<file path="config.mk">
export PLATFORM = sky130hd
export DESIGN_NAME = seg7_mux_counter_flat
export DESIGN_NICKNAME = d
export VERILOG_FILES = /design/src/rtl/seg7_mux_counter_if.sv /design/src/rtl/seg7_mux_counter.sv /design/src/flat_wrapper.sv
export SDC_FILE = /design/constraint.sdc
export NUM_CORES = 1
export LEC_CHECK = 0
export BUFFER_PORTS_ARGS = -buffer_cell sky130_fd_sc_hd__buf_4
export CAP_MARGIN = 0
export CORE_ASPECT_RATIO = 1.25
export CORE_MARGIN = 5
export CORE_UTILIZATION = 45
export CTS_CLUSTER_SIZE = 14
export DETAILED_ROUTE_END_ITERATION = 8
export PLACE_DENSITY = 0.67
export SYNTH_ARGS = -nofsm -noshare
export SYNTH_HDL_FRONTEND = slang
export SYNTH_SLANG_ARGS = --single-unit
</file>
<file path="constraint.sdc">
create_clock -name clk -period 2.3 [get_ports clk]
set_input_delay 0.46 -clock clk [delete_from_list [all_inputs] [get_ports clk]]
set_output_delay 0.46 -clock clk [all_outputs]
set_load 0.02 [all_outputs]
</file>
<file path="src/rtl/seg7_mux_counter_if.sv">
// Bus bundle for seg7_mux_counter: control/load inputs plus count and display outputs.
// The master modport is the controlling side; the slave modport is the counter itself.
interface seg7_mux_counter_if #(
   parameter int unsigned DIGITS = 4
);
   logic                  en;
   logic                  up_dn;
   logic                  clear;
   logic                  load;
   logic [4*DIGITS-1:0]   load_val;
   logic [4*DIGITS-1:0]   count_out;
   logic                  wrap;
   logic [7:0]            seg_out;
   logic [DIGITS-1:0]     dig_sel;

   modport master (
      output en, up_dn, clear, load, load_val,
      input  count_out, wrap, seg_out, dig_sel
   );

   modport slave (
      input  en, up_dn, clear, load, load_val,
      output count_out, wrap, seg_out, dig_sel
   );
endinterface

</file>
<file path="src/rtl/seg7_mux_counter.sv">
// Multi-digit hex/BCD up/down counter with prescaled stepping, driving a time-multiplexed
// common-anode 7-segment display with one blank cycle on every digit switch.
module seg7_mux_counter #(
   parameter int unsigned DIGITS     = 4,
   parameter int unsigned PRESCALE_W = 25,
   parameter int unsigned SCAN_W     = 16,
   parameter bit          BCD        = 1'b0
) (
   input logic               clk,
   input logic               rst_n,
   seg7_mux_counter_if.slave bus
);

   localparam int unsigned        IdxW    = (DIGITS > 1) ? $clog2(DIGITS) : 1;
   localparam logic [IdxW-1:0]    LastIdx = IdxW'(DIGITS - 1);
   localparam logic [3:0]         DigMax  = BCD ? 4'd9 : 4'd15;
   localparam logic [DIGITS-1:0]  OneHot0 = DIGITS'(1);

   logic [PRESCALE_W-1:0] presc_q, presc_d;
   logic [SCAN_W-1:0]     scan_q, scan_d;
   logic [IdxW-1:0]       idx_q, idx_d;
   logic [4*DIGITS-1:0]   count_q, count_d;
   logic                  wrap_q, wrap_d;
   logic [7:0]            seg_q, seg_d;
   logic [DIGITS-1:0]     dig_sel_q, dig_sel_d;

   logic                  tick;
   logic                  scan_tick;
   logic [4*DIGITS-1:0]   step_val;
   logic                  step_carry;
   logic [4*DIGITS-1:0]   load_clamped;
   logic [3:0]            cur_nib;

   function automatic logic [6:0] seg_decode(input logic [3:0] nib);
      logic [6:0] pat;
      case (nib)
         4'h0:    pat = 7'b0000001;
         4'h1:    pat = 7'b1001111;
         4'h2:    pat = 7'b0010010;
         4'h3:    pat = 7'b0000110;
         4'h4:    pat = 7'b1001100;
         4'h5:    pat = 7'b0100100;
         4'h6:    pat = 7'b0100000;
         4'h7:    pat = 7'b0001111;
         4'h8:    pat = 7'b0000000;
         4'h9:    pat = 7'b0000100;
         4'hA:    pat = 7'b0001000;
         4'hB:    pat = 7'b1100000;
         4'hC:    pat = 7'b1110010;
         4'hD:    pat = 7'b1000010;
         4'hE:    pat = 7'b0110000;
         default: pat = 7'b0111000;
      endcase
      return pat;
   endfunction

   assign tick      = &presc_q;
   assign scan_tick = &scan_q;

   // Ripple carry/borrow: the step enters digit 0 and propagates while digits roll over.
   always_comb begin
      step_val   = count_q;
      step_carry = 1'b1;
      for (int i = 0; i < int'(DIGITS); i++) begin
         if (step_carry) begin
            if (bus.up_dn) begin
               if (count_q[4*i +: 4] >= DigMax) begin
                  step_val[4*i +: 4] = 4'd0;
               end else begin
                  step_val[4*i +: 4] = count_q[4*i +: 4] + 4'd1;
                  step_carry         = 1'b0;
               end
            end else begin
               if (count_q[4*i +: 4] == 4'd0) begin
                  step_val[4*i +: 4] = DigMax;
               end else begin
                  step_val[4*i +: 4] = count_q[4*i +: 4] - 4'd1;
                  step_carry         = 1'b0;
               end
            end
         end
      end
   end

   always_comb begin
      load_clamped = bus.load_val;
      for (int i = 0; i < int'(DIGITS); i++) begin
         if (bus.load_val[4*i +: 4] > DigMax) begin
            load_clamped[4*i +: 4] = DigMax;
         end
      end
   end

   always_comb begin
      presc_d = presc_q + 1'b1;
      count_d = count_q;
      wrap_d  = 1'b0;
      if (bus.clear) begin
         count_d = '0;
      end else if (bus.load) begin
         count_d = load_clamped;
      end else if (tick && bus.en) begin
         count_d = step_val;
         wrap_d  = step_carry;
      end
   end

   // With a single digit LastIdx is 0, so the index never changes and never blanks.
   always_comb begin
      scan_d = scan_q + 1'b1;
      idx_d  = idx_q;
      if (scan_tick) begin
         idx_d = (idx_q == LastIdx) ? '0 : idx_q + 1'b1;
      end
      dig_sel_d = ~(OneHot0 << idx_d);
   end

   always_comb begin
      cur_nib = '0;
      for (int i = 0; i < int'(DIGITS); i++) begin
         if (idx_q == IdxW'(i)) begin
            cur_nib = count_q[4*i +: 4];
         end
      end
      seg_d = {seg_decode(cur_nib), ~((idx_q == '0) && !bus.en)};
      if (idx_d != idx_q) begin
         seg_d = 8'hFF;
      end
   end

   always_ff @(posedge clk or negedge rst_n) begin
      if (!rst_n) begin
         presc_q   <= '0;
         scan_q    <= '0;
         idx_q     <= '0;
         count_q   <= '0;
         wrap_q    <= 1'b0;
         seg_q     <= 8'hFF;
         dig_sel_q <= '1;
      end else begin
         presc_q   <= presc_d;
         scan_q    <= scan_d;
         idx_q     <= idx_d;
         count_q   <= count_d;
         wrap_q    <= wrap_d;
         seg_q     <= seg_d;
         dig_sel_q <= dig_sel_d;
      end
   end

   assign bus.count_out = count_q;
   assign bus.wrap      = wrap_q;
   assign bus.seg_out   = seg_q;
   assign bus.dig_sel   = dig_sel_q;

endmodule

</file>
<file path="src/flat_wrapper.sv">
// flat-port wrapper written by rule: the top's interface ports become plain ports
module seg7_mux_counter_flat 
#(
   parameter int unsigned DIGITS     = 4,
   parameter int unsigned PRESCALE_W = 25,
   parameter int unsigned SCAN_W     = 16,
   parameter bit          BCD        = 1'b0
)
  (clk, rst_n, bus_en, bus_up_dn, bus_clear, bus_load, bus_load_val, bus_count_out, bus_wrap, bus_seg_out, bus_dig_sel);
  seg7_mux_counter_if #(.DIGITS(DIGITS)) bus_i ();
  input logic clk;
  input logic rst_n;
  input wire logic [$bits(bus_i.en)-1:0] bus_en;
  input wire logic [$bits(bus_i.up_dn)-1:0] bus_up_dn;
  input wire logic [$bits(bus_i.clear)-1:0] bus_clear;
  input wire logic [$bits(bus_i.load)-1:0] bus_load;
  input wire logic [$bits(bus_i.load_val)-1:0] bus_load_val;
  output wire logic [$bits(bus_i.count_out)-1:0] bus_count_out;
  output wire logic [$bits(bus_i.wrap)-1:0] bus_wrap;
  output wire logic [$bits(bus_i.seg_out)-1:0] bus_seg_out;
  output wire logic [$bits(bus_i.dig_sel)-1:0] bus_dig_sel;
  assign bus_i.en = bus_en;
  assign bus_i.up_dn = bus_up_dn;
  assign bus_i.clear = bus_clear;
  assign bus_i.load = bus_load;
  assign bus_i.load_val = bus_load_val;
  assign bus_count_out = bus_i.count_out;
  assign bus_wrap = bus_i.wrap;
  assign bus_seg_out = bus_i.seg_out;
  assign bus_dig_sel = bus_i.dig_sel;
  seg7_mux_counter #(.DIGITS(DIGITS), .PRESCALE_W(PRESCALE_W), .SCAN_W(SCAN_W), .BCD(BCD)) u_core (.clk(clk), .rst_n(rst_n), .bus(bus_i));
endmodule
</file>
# == Yosys cells after proc, flatten, opt, wreduce, memory -nomap -nowiden ==
# Memories as Yosys holds them, arrays and structs flattened.
# Cells that the tools add are included.
# word_totals
regBits,72
romBits,112
in_bits,22
output_inout_bits,29
elab_cells,101
mem_count,1
# op_classes
addsub,11
n_lt_le_gt_ge,8
eq_ne,4
shifts,1
n_mux,47
bitwise_logic,2
reduce_logical,17
# mem_list
memory,words,word_bits,rd,rd_ports_with_merged_regs,write_ports,line,rtl
(name not given),16,7,1,0,0,seg7_mux_counter.sv:36,case (nib)
# ops
cell,n
4-bit 2-to-1 mux,23
16-bit 2-to-1 mux,3
25-bit by 1-bit adder with 25-bit output (second input constant),1
25-bit AND reduction,1
1-bit 2-to-1 mux,18
16-bit by 1-bit adder with 16-bit output (second input constant),1
4-bit by 1-bit adder with 4-bit output (second input constant),4
4-bit >= comparator (second input constant),4
4-bit greater-than comparator (second input constant),4
4-bit logical NOT,4
16-bit AND reduction,1
4-bit by 1-bit subtractor with 4-bit output (second input constant),4
3-bit nonzero test,4
8-bit 2-to-1 mux,1
2-bit AND reduction,3
2-bit == test (second input constant),2
2-bit 2-to-1 mux,2
4-bit NOT,1
1-bit by 2-bit left shift with 4-bit output (first input constant),1
2-bit by 1-bit adder with 2-bit output (second input constant),1
2-bit by 1-bit == test with 1-bit output (second input constant),1
1-bit logical AND,2
2-bit logical NOT,1
2-bit != test,1
other kinds (2),2

# == Longest topological paths before layout ==
# depth
depth_word,9
depth_mapped,12
mapped_depth_nobuf,11

# == Least setup slack after synthesis ==
# No wires, ideal clock.
# synth_path
kind,flip-flop to flip-flop
from,register u_core.count_q[0] (netlist: u_core.bus.count_out[0])
to,register u_core.count_q[10] (netlist: u_core.bus.count_out[10])
setup_time_ns,0.099
t_arrival_ns,2.445
required_ns,2.201
setup_slack_ns,-0.245
stages_incl_launch_ff,9
path_buffers,1
period_less_slack_ns,2.545
cell_sequence,dfrtp_1 -> clkbuf_1 -> inv_1 -> ha_1 -> or4b_4 -> a21oi_4 -> nand4_4 -> or4_1 -> a311oi_1
# synth_between
elab_chain_len,6
elab_cells_between_ends,8
cone_classes,order compare: 1; mux: 4; reduce/logical: 3
# synth_lines
item,line,rtl
"start, declared",seg7_mux_counter.sv:22,"logic [4*DIGITS-1:0] count_q, count_d;"
"start signal, assigned",seg7_mux_counter.sv:144,count_q <= count_d;
4-bit >= comparator / 4-bit logical NOT (equally long branches),"seg7_mux_counter.sv:67, seg7_mux_counter.sv:74",
1-bit 2-to-1 mux (on tied branches),"seg7_mux_counter.sv:67, seg7_mux_counter.sv:74",
1-bit 2-to-1 mux (*),seg7_mux_counter.sv:66,if (bus.up_dn) begin
1-bit 2-to-1 mux (*),seg7_mux_counter.sv:65,if (step_carry) begin
3-bit nonzero test (no source line) (*),-,
2-bit AND reduction (no source line) (*),-,
# Mark *: on every way between the ends. The rest lies on a longest branch, timed or not.
# A chain may end at the register's enable or synchronous reset.

# == Worst setup path after layout ==
# layout_path
from,register u_core.count_q[5] (netlist: u_core.bus.count_out[5])
to,register u_core.count_q[13] (netlist: u_core.bus.count_out[13])
# layout_between
elab_chain_len,7
elab_cells_between_ends,9
cone_classes,order compare: 1; mux: 5; reduce/logical: 3
# layout_lines
item,line
4-bit >= comparator / 4-bit logical NOT (equally long branches),"seg7_mux_counter.sv:67, seg7_mux_counter.sv:74"
1-bit 2-to-1 mux (on tied branches),"seg7_mux_counter.sv:67, seg7_mux_counter.sv:74"
1-bit 2-to-1 mux (*),seg7_mux_counter.sv:66
1-bit 2-to-1 mux (*) (2 in series),seg7_mux_counter.sv:65
3-bit nonzero test (no source line) (*),-
2-bit AND reduction (no source line) (*),-
# Marks and branches as above.

==> flow_summary.yaml <==
place:
  pre_cts_ws_ns: -0.0419
  gp_congestion: 0.919
  dp_hpwl_um: 7480
  portBuffers: 50
  dpl_cell_area_um2: 4870
timing:
  period_needed_ns: 2.28
  min_period_over_period: 0.990
  rsz0062_at_grt: "yes"
  fin_skew_ns: 0.00734
  tightest_slew_ns: 0.846
  slew_headroom: 0.436
  setup_viol: 0
  setup_ws_ns: 0.0234
  max_freq_ghz: 0.439
  drv_slew: 0
  hold_viol: 0
die:
  die_h_um: 117
  core_um2: 9080
  start_util: 0.457
  io_pins: 51
  die_w_um: 95.9
  rows: 39
  dieArea_um2: 11300
clocking:
  cts-buffers-inserted: 9
  clkTransAtPathRegs_ns: 0.06
  cts.sinks: 72
  ctsHoldBuffers: 0
  cts_root_buffer: "clkbuf_16"
  cts_tree: "done"
  clock_path_buffers: 2
  clock_latency_ns: 0.34
  cts_max_level: 3
synthesis:
  syn_area_um2: 4150
  async_flop_share: 1.00
  synth_edf_count: 0
  ys_ff_latch: 72
  synth_ff_type: "dfrtp_1"
  syn_inst: 428
  syn-num-nets: 470
  yosys.cell_types.count: 56
  avgSynthCellArea_um2: 9.70
  ys_seq_area_frac: 0.438
  ys_warn_count: 0
grt:
  grt_max_degree: 65
  met3_usage: 0.0301
  grt_pass1_wl_um: 17100
  grt_pass1_vias: 3514
  overflow: 0
  antenna_found_initial: 0
  met2_usage: 0.321
  track_usage: 0.196
  grt_busiest_layer: "met2"
  grt_use_met1: 0.241
hold_path:
  hp-class: "input pin to async pin"
final_layout:
  area_delta_synth_final_pct: 28.3
  n_fill_cell: 790
  multi_input_area_um2: 2270
  area.sequential_um2: 1820
  nets: 550
  drive_above_1_share: 0.306
  n_antenna_cell: 0
  final_core_util: 0.587
  final_cell_area_um2: 5320
routing:
  vias_per_cell: 5.61
  dr.pass1.iters: 4
  vias: 3565
  drt_wl_total_um: 10600
  drc: 0
  drt-initial-drc-count: 148
  wire_per_inst_um: 16.6
  antenna_left: 0
pwr:
  power_density_nw_per_um2: 607
  ir_worst_vdd_mv: 0.342
  cellLeakagePower_nw: 2.36
  total_power_mw: 3.23
worst_setup_path:
  arrival_ns: 2.48
  criticalPathCategory: "flop to flop"
  worstSetupStartpointType: "flop"
  required_ns: 2.51
  ff2ff_path_depth: 8
  end_kind: "flop"
  crit_fanout: 4
flow_run:
  max_cap_viol_count: 0
status:
  status: "complete, no violations"
-- synthesized netlist by cell type, types with 2 or more instances --
cell | n | area [um^2]
mux2_2 | 2 | 22.5
o21bai_1 | 3 | 22.5
a22oi_1 | 4 | 30.0
nand3b_1 | 5 | 37.5
and4_1 | 5 | 43.8
or4b_1 | 2 | 20.0
nor2b_1 | 2 | 12.5
o311ai_0 | 4 | 35.0
dfstp_2 | 12 | 315
xnor2_1 | 31 | 272
or3_1 | 4 | 25.0
a311oi_1 | 8 | 70.1
a21oi_1 | 10 | 50.1
o221ai_1 | 3 | 26.3
o211ai_1 | 5 | 37.5
a31oi_1 | 6 | 37.5
xor2_1 | 11 | 96.3
nand3_1 | 20 | 100
mux2i_1 | 8 | 80.1
clkbuf_1 | 15 | 56.3
nor4b_1 | 2 | 17.5
and2_1 | 3 | 18.8
buf_2 | 4 | 20.0
nand2_1 | 41 | 154
ha_1 | 20 | 250
nor3_1 | 7 | 35.0
nor4_1 | 6 | 37.5
dfrtp_1 | 60 | 1500
o21ai_0 | 23 | 115
and3_1 | 7 | 43.8
nand4_1 | 16 | 100
a32oi_1 | 3 | 26.3
nor2_1 | 28 | 105
inv_1 | 26 | 97.6
-- through the flow --
step	instances	hold WS (ns)	setup TNS, ns
floorplan	428	0.164	-0.129
global placement	615	0.437	0
CTS	633	0.256	-0.0110
global route	636	0.314	-0.108
finish	636	0.223	0
detailed placement	615	0.446	-0.0423
-- worst paths after layout --
path / start / endpoint / slack (ns)
max: u_core.bus.count_out[5] / u_core.bus.count_out[13] / 0.02
min: rst_n / u_core.scan_q[12] / 0.22
max reg2reg: u_core.bus.count_out[5] / u_core.bus.count_out[13] / 0.02
min reg2reg: u_core.scan_q[0] / u_core.scan_q[0] / 0.45
max in group asynchronous: rst_n / u_core.bus.seg_out[4] / 1.36
min in group clk: bus_load_val[3] / u_core.bus.count_out[3] / 0.34
-- cell usage in the layout, fill, tap and decap left out, types with 3 or more instances in the layout --
cell       synthesis  routed
or3_1              4       4
a31oi_1            6       6
ha_1              20      15
o21bai_1           3       3
dfrtp_2            0       6
inv_2              0       5
xnor2_1           31      31
ha_4               0       3
a311oi_1           8       4
dfstp_2           12      12
buf_4              0      88
and4_1             5       4
and3_1             7       6
inv_1             26      20
nand3b_1           5       5
a32oi_1            3       3
nor4_1             6       5
a311oi_2           0       4
xor2_1            11      11
mux2i_1            8       8
nor2_1            28      27
nand3_1           20      20
o211ai_1           5       5
and2_1             3       3
nand2_1           41      40
dfrtp_1           60      54
a21oi_1           10      10
o21ai_0           23      23
clkbuf_16          0       9
o221ai_1           3       3
nor3_1             7       6
o311ai_0           4       3
or4b_4             1       3
nand4_1           16      16
a22oi_1            4       3
-- flip-flops by register name, indices dropped and copies added, names as in the netlist --
name / flops
u_core.bus.count_out: 16
u_core.bus.dig_sel: 4
u_core.bus.seg_out: 8
u_core.bus.wrap: 1
u_core.idx_q: 2
u_core.presc_q: 25
u_core.scan_q: 16
-- area by class of cell --
| class | instances | share of cell area |
|---|---|---|
| clock buffer | 11 | 0.0456 |
| sequential | 72 | 0.343 |
| timing repair buffer | 89 | 0.126 |
| clock inverter | 5 | 0.0106 |
| multi-input combinational | 309 | 0.427 |
| inverter | 27 | 0.0195 |
| tap | 123 | 0.0289 |
-- repair_timing --
action | 4_1_cts | 5_1_grt
resized for setup | 3 | 26
setup buffers | 2 | 3
gates cloned | 0 | 0
pin swaps | 3 | 14
endpoints found under the setup margin | 3 | 9
-- metal layers --
metal	part of all wire	routed length [um]	up-vias
li1	-	-	1701
met1	0.40	4260	1746
met2	0.52	5440	100
met3	0.052	544	18
met4	0.030	314	0
met5	0	0	-
-- worst max-delay path, cell delays in order (launching register included) --
cell and delay, ns:
dfrtp_2 0.41, inv_2 0.07, ha_4 0.12, or4b_4 0.48, a222oi_1 0.36, nand4_1 0.24
buf_4 0.23, nor3_4 0.16, a2111oi_4 0.07
-- cell families (layout without fill, tap and decap cells) --
group                      Yosys count  in the layout  share of synthesized area
adders and majority gates           20             20                     0.0603
and+or+nand+nor                    154            154                      0.199
xor gates and xnor gates            42             42                     0.0886
buffers and inverters               47            132                     0.0455
DFF                                 72             72                      0.438
AOI/OAI and AO/OA                   82             82                      0.139
muxes                               11             11                     0.0301
-- report_power, final --
part           switching, mW  leakage, nW  internal [mW]
Clock                  0.539        0.145          0.867
Combinational          0.278         1.30          0.213
Sequential            0.0248        0.912           1.31
Total                  0.841         2.36           2.39
No activity file was read; power rests on OpenSTA's default activity.
